[config.mk]
export PLATFORM = sky130hd
export DESIGN_NAME = fetch_sequencer
export DESIGN_NICKNAME = d
export VERILOG_FILES = /design/src/rtl/fetch_sequencer.sv
export SDC_FILE = /design/constraint.sdc
export NUM_CORES = 1
export LEC_CHECK = 0
export CAP_MARGIN = 25
export CELL_PAD_IN_SITES_DETAIL_PLACEMENT = 0
export CELL_PAD_IN_SITES_GLOBAL_PLACEMENT = 1
export CORE_ASPECT_RATIO = 1.1
export CORE_MARGIN = 4
export CORE_UTILIZATION = 19
export CTS_CLUSTER_DIAMETER = 60
export DETAILED_ROUTE_END_ITERATION = 6
export PLACE_DENSITY = 0.77
export SLEW_MARGIN = 20
export SYNTH_ARGS = -nofsm -noshare
export SYNTH_HDL_FRONTEND = slang
export SYNTH_SLANG_ARGS = --single-unit
[constraint.sdc]
create_clock -name clk -period 1.55 [get_ports clk]
set_input_delay 0.3875 -clock clk [delete_from_list [all_inputs] [get_ports clk]]
set_output_delay 0.3875 -clock clk [all_outputs]
set_load 0.01 [all_outputs]
[src/rtl/fetch_sequencer.sv]
// fetch_sequencer: instruction-fetch controller sequencing the program counter.
// Walks BOOT -> FETCH -> DECODE, keeps one instruction in flight, hands the
// instruction register to decode over a valid/ready handshake and redirects
// the PC on taken branches.
// Optional feature macro: IRQ_EN (interrupt entry with epc capture and
// edge re-arm). Without it irq is ignored and irq_ack/epc stay 0.
module fetch_sequencer #(
    parameter int                    data_width   = 16,
    parameter logic [data_width-1:0] RESET_VECTOR = '0,
    parameter logic [data_width-1:0] IRQ_VECTOR   = data_width'(4)
) (
    input  logic                  clk,
    input  logic                  clr,
    input  logic [data_width-1:0] pc,
    output logic                  pc_up,
    output logic                  pc_load,
    output logic [data_width-1:0] pc_data,
    output logic                  mem_req,
    output logic [data_width-1:0] mem_addr,
    input  logic                  mem_ack,
    input  logic [data_width-1:0] mem_rdata,
    output logic [data_width-1:0] ir,
    output logic                  ir_valid,
    input  logic                  ir_ready,
    input  logic                  stall,
    input  logic                  br_take,
    input  logic [data_width-1:0] br_target,
    input  logic                  irq,
    output logic                  irq_ack,
    output logic [data_width-1:0] epc
);

    typedef enum logic [1:0] {
        BOOT   = 2'd0,
        FETCH  = 2'd1,
        DECODE = 2'd2
    } state_t;

    state_t                state_q, state_d;
    logic [data_width-1:0] ir_q, ir_d;
    logic [data_width-1:0] epc_q, epc_d;
    logic                  handshake;
    logic                  irq_take;

    assign mem_addr  = pc;
    assign ir        = ir_q;
    assign epc       = epc_q;
    assign handshake = (state_q == DECODE) && ir_ready && !stall;

`ifdef IRQ_EN
    logic armed_q, armed_d;

    // An interrupt is taken only on a non-branch handshake while armed.
    assign irq_take = handshake && !br_take && irq && armed_q;

    // Re-arm once irq is observed low at a handshake; disarm on entry so a
    // level that stays high does not re-enter the handler.
    always_comb begin
        armed_d = armed_q;
        if (irq_take) begin
            armed_d = 1'b0;
        end else if (handshake && !irq) begin
            armed_d = 1'b1;
        end
    end

    // Interrupt arm flag register.
    always_ff @(posedge clk or negedge clr) begin
        if (!clr) begin
            armed_q <= 1'b1;
        end else begin
            armed_q <= armed_d;
        end
    end
`else
    logic unused_irq;

    assign unused_irq = irq;
    assign irq_take   = 1'b0;
`endif

    // Next-state and strobe decode from the registered state and live inputs.
    always_comb begin
        // NOTE: every output and next-state value gets a default first so no
        // path through the case leaves one unassigned (which would infer a latch).
        state_d  = state_q;
        ir_d     = ir_q;
        epc_d    = epc_q;
        pc_up    = 1'b0;
        pc_load  = 1'b0;
        pc_data  = '0;
        mem_req  = 1'b0;
        ir_valid = 1'b0;
        irq_ack  = 1'b0;

        unique case (state_q)
            BOOT: begin
                // The state register sits in BOOT throughout reset, so the
                // reset-vector load is qualified by clr to keep strobes quiet.
                if (clr) begin
                    pc_load = 1'b1;
                    pc_data = RESET_VECTOR;
                end
                state_d = FETCH;
            end
            FETCH: begin
                mem_req = 1'b1;
                if (mem_ack) begin
                    ir_d    = mem_rdata;
                    pc_up   = 1'b1;
                    state_d = DECODE;
                end
            end
            DECODE: begin
                ir_valid = 1'b1;
                if (handshake) begin
                    state_d = FETCH;
                    if (br_take) begin
                        pc_load = 1'b1;
                        pc_data = br_target;
                    end else if (irq_take) begin
                        pc_load = 1'b1;
                        pc_data = IRQ_VECTOR;
                        irq_ack = 1'b1;
                        epc_d   = pc;
                    end
                end
            end
            default: state_d = BOOT;
        endcase
    end

    // State, instruction register and return-address registers.
    always_ff @(posedge clk or negedge clr) begin
        if (!clr) begin
            state_q <= BOOT;
            // NOTE: ir and epc are visible on ports, so they are reset like
            // control state rather than left as unreset datapath storage.
            ir_q    <= '0;
            epc_q   <= '0;
        end else begin
            // NOTE: non-blocking assignments so every register samples the
            // pre-edge values, independent of statement order.
            state_q <= state_d;
            ir_q    <= ir_d;
            epc_q   <= epc_d;
        end
    end

endmodule

==> qor.yml, run 1 <==
synthesis:
  ys_seq_area_share_pct: 38.22
  synth.area.mux_share_pct: 17.83
  synthXorXnorAreaFrac_pct: 0
  ys_warn_count: 0
  synth_seq_cells: 18
  synth_cells: 118
  yosys.area_share.simple_pct: 12.63
  synth.distinct_cells: 19
  synthAdderAreaFrac_pct: 0
  synth_top_family_by_area: "buffers and inverters"
  netlist_area_um2: 1179
  syn_avg_cell_area_um2: 9.988
  synth_compound_area_share_pct: 2.123
final_layout:
  drive_gt1_share_pct: 39.57
  layout_common_cells: "clkdlybuf4s50_1, buf_2, inv_1, dfrtp_1, conb_1"
  final_util_pct: 34.55
  layout.nets: 243
  seq_area_um2: 450.4
  area_growth_pct: 72.29
  fillCellCount: 604
  n_antenna_cell: 0
  final_common_cell: "clkdlybuf4s50_1"
  multiInputGateArea_um2: 578.1
clocking:
  htreeDepth: 1
  cts_made_buffers: 3
  cts_tree: "done"
  clk_pin_slew_worst_paths_ns: 0.06
  root_buffer: "clkbuf_8"
  cts.sinks: 18
  clockBufferDepth: 2
  insertion_delay_ns: 0.25
  ctsHoldBuffers: 0
setup_path:
  r2r_slack_ns: 0.13
  timing.rr.end: "ir[0]$_DFFE_PN0P_"
  r2r-start: "state_q[1]$_DFFE_PN0P_"
  worstPathRequired_ns: 1.16
  path_class: "register to output pin"
  critPathLaunchType: "register"
  crit_fanout: 8
  critPathArrivalTime_ns: 1.27
  end_kind: "output pin"
  r2r_cells: 4
floorplan:
  ios: 124
  fp.dieArea_um2: 7529
  num_rows: 29
  core-area_um2: 5878
  die_h_um: 90.61
  die_w_um: 83.10
  start_util_pct: 20.05
timing:
  skew_ns: 0.003242
  period_share_pct: 107.0
  report.final.slew_viol_count: 0
  fin_ws_ns: -0.1083
  fmax_mhz: 603.0
  final-hold-violation-count: 0
  finalCriticalPeriod_ns: 1.658
  finalSetupViolations: 16
  rsz0062_at_grt: "true"
  whs_ns: 0.4028
worst_hold_path:
  hold-path-endpoint: "state_q[0]$_DFFE_PN0P_"
  worstHoldPathCells: 3
  hold_path.startpoint: "stall"
  hp-class: "input pin to register"
power_and_ir_drop:
  power.total_mw: 2.705
  ir_drop_mv: 0.6659
  switching_share_pct: 31.77
  p_leak_nw: 1.069
  p_clk_share_pct: 13.7
  pwr-share-comb_pct: 55.6
  p_seq_share_pct: 30.8
  switching_power_mw: 0.8595
  powerDensity_nw_per_um2: 1332
  internal_power_mw: 1.846
route:
  vias: 982
  drc: 0
  ant_nets: 0
  drtIter0Drc: 17
  drt_wl_total_um: 3004
  drt_pass1_iterations: 2
  routed_via_density: 3.720
  wl_per_cell_um: 11.38
place:
  port_buffers: 73
  gp_routability_congestion: 0.6965
  hpwl_um: 2285
global_routing:
  grt_pass1_wl_um: 4643
  antenna_found_initial: 0
  grt-ovfl-total: 0
  grt_max_degree: 19
  grt_usage_pct: 7.476
  grt_pass1_vias: 960
run:
  maxCapViolCount: 0
run_status:
  status: "finished, violations left"
  violations: "negative setup slack"
[sequential cells by signal, summed over array words and instances, names as in the netlist]
name and cells:
state_q 2, ir 16
[cell families (layout without fill, tap and decap cells)]
family | after synthesis | in the layout
AOI/OAI and AO/OA | 4 | 4
and+or+nand+nor | 24 | 24
other | 1 | 17
muxes | 16 | 16
buffers and inverters | 55 | 108
DFF | 18 | 18
[what timing repair did]
item	CTS	global route
pin swaps	5	3
buffers inserted	0	1
endpoints found under the setup margin	22	26
gates cloned	1	1
gates resized for setup	118	17
[critical path, cell delays in order (launching register included)]
cell and delay, ns:
dfrtp_1 0.38, nand2b_4 0.17, clkbuf_16 0.17, nor3_2 0.15, buf_2 0.15
[worst max-delay path by stage]
stage | start | end | slack [ns] | depth (start not counted)
floorplan | state_q[0]$_DFFE_PN0P_ | pc_data[0] | -0.03 | 4
global placement | stall | pc_data[15] | -0.71 | 5
detailed placement | stall | pc_data[14] | -0.71 | 5
CTS | state_q[0]$_DFFE_PN0P_ | pc_data[15] | -0.11 | 4
global route | state_q[0]$_DFFE_PN0P_ | pc_data[14] | -0.16 | 4
finish | state_q[0]$_DFFE_PN0P_ | pc_data[14] | -0.11 | 4
[per-stage QoR]
step	setup slack [ns]	cell area (µm²)	TNS (ns)	instances
after floorplan	-0.02516	1239	-0.2265	134
after global placement	-0.7129	1888	-14.95	258
after detailed placement	-0.7058	1888	-15.34	258
after CTS	-0.1076	1937	-1.482	263
after global routing	-0.1595	2031	-2.447	264
final	-0.1083	2031	-1.332	264
[final cells by class]
class,count,share of cell area (%)
multi-input combinational,61,28.47
timing repair buffer,86,38.57
clock buffer,4,2.711
sequential,18,22.18
tap,77,4.744
inverter,18,3.327
[power by group through the flow]
stage	logic, mW	clock network [mW]	registers (mW)
4_1_cts	1.47	0.387	0.837
3_5_place_dp	1.48	0	0.835
6_report	1.50	0.369	0.832
5_1_grt	1.61	0.403	0.858
3_3_place_gp	1.47	0	0.829
2_1_floorplan	0.634	0	0.956
[cells in the mapped netlist]
| library cell | count | area (µm²) |
|---|---|---|
| clkbuf_1 | 1 | 3.750 |
| a21oi_1 | 1 | 5.000 |
| nor2b_1 | 2 | 12.51 |
| mux2_2 | 8 | 90.09 |
| inv_1 | 18 | 67.56 |
| buf_6 | 1 | 11.26 |
| nand3b_1 | 2 | 15.01 |
| o31ai_1 | 1 | 7.510 |
| nand4b_1 | 1 | 8.760 |
| nand3b_4 | 1 | 20.02 |
| buf_4 | 33 | 247.7 |
| nor3_1 | 16 | 80.08 |
| a21o_1 | 1 | 7.510 |
| o21ai_0 | 1 | 5.000 |
| conb_1 | 1 | 3.750 |
| mux2_4 | 8 | 120.1 |
| dfrtp_1 | 18 | 450.4 |
| buf_2 | 2 | 10.01 |
| nand2b_1 | 2 | 12.51 |
[layer usage]
layer | up-vias | wire [µm] | share of wire (%) | global-route usage, %
met5 | - | 0 | 0 | 0
met3 | 4 | 299 | 10 | 2.007
met2 | 64 | 1506 | 50 | 13.97
met1 | 452 | 1166 | 39 | 7.551
li1 | 462 | - | - | -
met4 | 0 | 32 | 1.1 | 3.678
(Power assumes the default switching activity.)
==> inputs of run 2 (changes only) <==
--- a/config.mk
+++ b/config.mk
@@ -13,6 +13,7 @@
 export CORE_UTILIZATION = 19
 export CTS_CLUSTER_DIAMETER = 60
 export DETAILED_ROUTE_END_ITERATION = 6
+export MAX_ROUTING_LAYER = met4
 export PLACE_DENSITY = 0.77
 export SLEW_MARGIN = 20
 export SYNTH_ARGS = -nofsm -noshare
==> qor.yml, run 2 (same netlist as run 1, synthesis figures left out) <==
run_status:
  status: "finished, violations left"  # unchanged
  violations: "negative setup slack"  # unchanged
timing:
  rsz0062_at_grt: "true"  # unchanged
  fmax_mhz: 599.9  # was 603.0 MHz
  fin_ws_ns: -0.1170  # was -0.1083 ns
  finalSetupViolations: 16  # unchanged
  final-hold-violation-count: 0  # unchanged
  report.final.slew_viol_count: 0  # unchanged
  skew_ns: 0.001863  # was 0.003242 ns
  finalCriticalPeriod_ns: 1.667  # was 1.658 ns
  period_share_pct: 107.5  # was 107.0%
place:
  port_buffers: 73  # unchanged
  post_dp_cell_area_um2: 1888  # unchanged
  gp_routability_congestion: 0.7040  # was 0.6965
  hpwl_um: 2285  # unchanged
global_routing:
  antenna_found_initial: 0  # unchanged
  grt_pass1_vias: 959  # was 960
  grt_max_degree: 19  # unchanged
  grt_usage_pct: 7.685  # was 7.476%
  grt_pass1_wl_um: 4643  # unchanged
  grt-ovfl-total: 0  # unchanged
power_and_ir_drop:
  p_leak_nw: 1.069  # unchanged
  ir_drop_mv: 0.6626  # was 0.6659 mV
  powerDensity_nw_per_um2: 1336  # was 1332 nW/µm²
setup_path:
  critPathArrivalTime_ns: 1.28  # was 1.27 ns
  slowest_delay_ns: 0.38  # about the same
  crit_chain: "nand2b_4 > clkbuf_16 > nor3_2 > buf_2"  # unchanged
  worstPathRequired_ns: 1.16  # about the same
  crit_fanout: 8  # unchanged
  end_kind: "output pin"  # unchanged
  path_class: "register to output pin"  # unchanged
  cpMaxStageDelayCell: "dfrtp_1"  # unchanged
  critPathLaunchType: "register"  # unchanged
final_layout:
  layout.nets: 243  # unchanged
  area_growth_pct: 72.29  # unchanged
  n_antenna_cell: 0  # unchanged
  final_cell_area_um2: 2031  # unchanged
  fillCellCount: 604  # unchanged
  largest_reg_flops: 16  # unchanged
  final_common_cell: "clkdlybuf4s50_1"  # unchanged
  drive_gt1_share_pct: 39.57  # unchanged
  final_util_pct: 34.55  # unchanged
  layout_common_cells: "clkdlybuf4s50_1, buf_2, inv_1, dfrtp_1, conb_1"  # unchanged
floorplan:
  start_util_pct: 20.05  # unchanged
  die_w_um: 83.10  # unchanged
  ios: 124  # unchanged
  core-area_um2: 5878  # unchanged
  num_rows: 29  # unchanged
  die_h_um: 90.61  # unchanged
  fp.dieArea_um2: 7529  # unchanged
clocking:
  htreeDepth: 1  # unchanged
  insertion_delay_ns: 0.26  # was 0.25 ns
  clk_pin_slew_worst_paths_ns: 0.06  # about the same
  cts_made_buffers: 3  # unchanged
  cts.sinks: 18  # unchanged
  root_buffer: "clkbuf_8"  # unchanged
  cts_tree: "done"  # unchanged
  ctsHoldBuffers: 0  # unchanged
  clockBufferDepth: 2  # unchanged
route:
  vias: 983  # was 982
  drt_wl_total_um: 3024  # was 3004 µm
  ant_nets: 0  # unchanged
  drc: 0  # unchanged
  wl_met3_um: 282  # was 299 µm
  drtIter0Drc: 14  # was 17
  drt_pass1_iterations: 2  # unchanged
  top_layer: "met4"  # unchanged
  wl_per_cell_um: 11.45  # was 11.38 µm
  routed_via_density: 3.723  # was 3.720
  wl_met1_um: 1177  # was 1166 µm
  wl_met2_um: 1509  # was 1506 µm
run:
  maxCapViolCount: 0  # unchanged
worst_hold_path:
  hp-class: "input pin to register"  # unchanged
-- run 2: cell counts in the layout (fill, tap and decap cells not counted) --
No cell type changed its count.
-- run 2: report_power, final --
group	internal [mW]	leakage [nW]	total [mW]	switching [mW]
Sequential	0.710	0.212	0.832	0.122
Clock	0.226	0.0288	0.377	0.151
Combinational	0.910	0.828	1.50	0.593
Total	1.85	1.07	2.71	0.866
-- run 2: layout make-up --
| type | count | area [µm²] | area share [%] |
|---|---|---|---|
| Sequential cell | 18 | 450.4 | 22.18 |
| Multi-Input combinational cell | 61 | 578.1 | 28.47 |
| Timing Repair Buffer | 86 | 783.3 | 38.57 |
| Inverter | 18 | 67.56 | 3.327 |
| Clock buffer | 4 | 55.05 | 2.711 |
| Tap cell | 77 | 96.34 | 4.744 |
-- run 2: stage by stage --
stage	instances	TNS (ns)	hold WS (ns)	power, mW	worst slack, ns
after global placement	258	-14.95	0.4858	2.295	-0.7129
final	264	-1.470	0.3941	2.712	-0.1170
after floorplan	134	-0.2265	0.09191	1.590	-0.02516
after CTS	263	-1.482	0.3967	2.690	-0.1076
after global routing	264	-2.446	0.4133	2.872	-0.1595
after detailed placement	258	-15.34	0.4919	2.312	-0.7058
-- run 2: timing repair --
action | in CTS | in global routing
setup buffers | 0 | 1
pin swaps | 5 | 3
gates resized for setup | 118 | 17
gates cloned | 1 | 1
endpoints found under the setup margin | 22 | 26
-- run 2: layer usage --
metal	track usage (%)	vias up
met1	7.662	452
li1	-	463
met3	1.825	4
met5	-	-
met2	13.97	64
met4	3.678	0
-- run 2: critical path, delay by kind of cell (launching register included) --
family,cells,cell delay (ns)
flops,1,0.38
simple gates,2,0.32
buf+inv,2,0.32
-- run 2: worst paths after layout --
| kind | start | end | slack (ns) | cells past startpoint |
|---|---|---|---|---|
| worst max-delay path | state_q[0]$_DFFE_PN0P_ | pc_data[14] | -0.12 | 4 |
| worst min-delay path | stall | state_q[0]$_DFFE_PN0P_ | 0.39 | 3 |
| worst max register to register | state_q[1]$_DFFE_PN0P_ | ir[0]$_DFFE_PN0P_ | 0.13 | 4 |
| worst min register to register | ir[1]$_DFFE_PN0P_ | ir[1]$_DFFE_PN0P_ | 0.50 | 1 |
| max in group asynchronous | clr | state_q[0]$_DFFE_PN0P_ | 0.86 | 2 |
| min in group asynchronous | clr | ir[5]$_DFFE_PN0P_ | 0.50 | 2 |
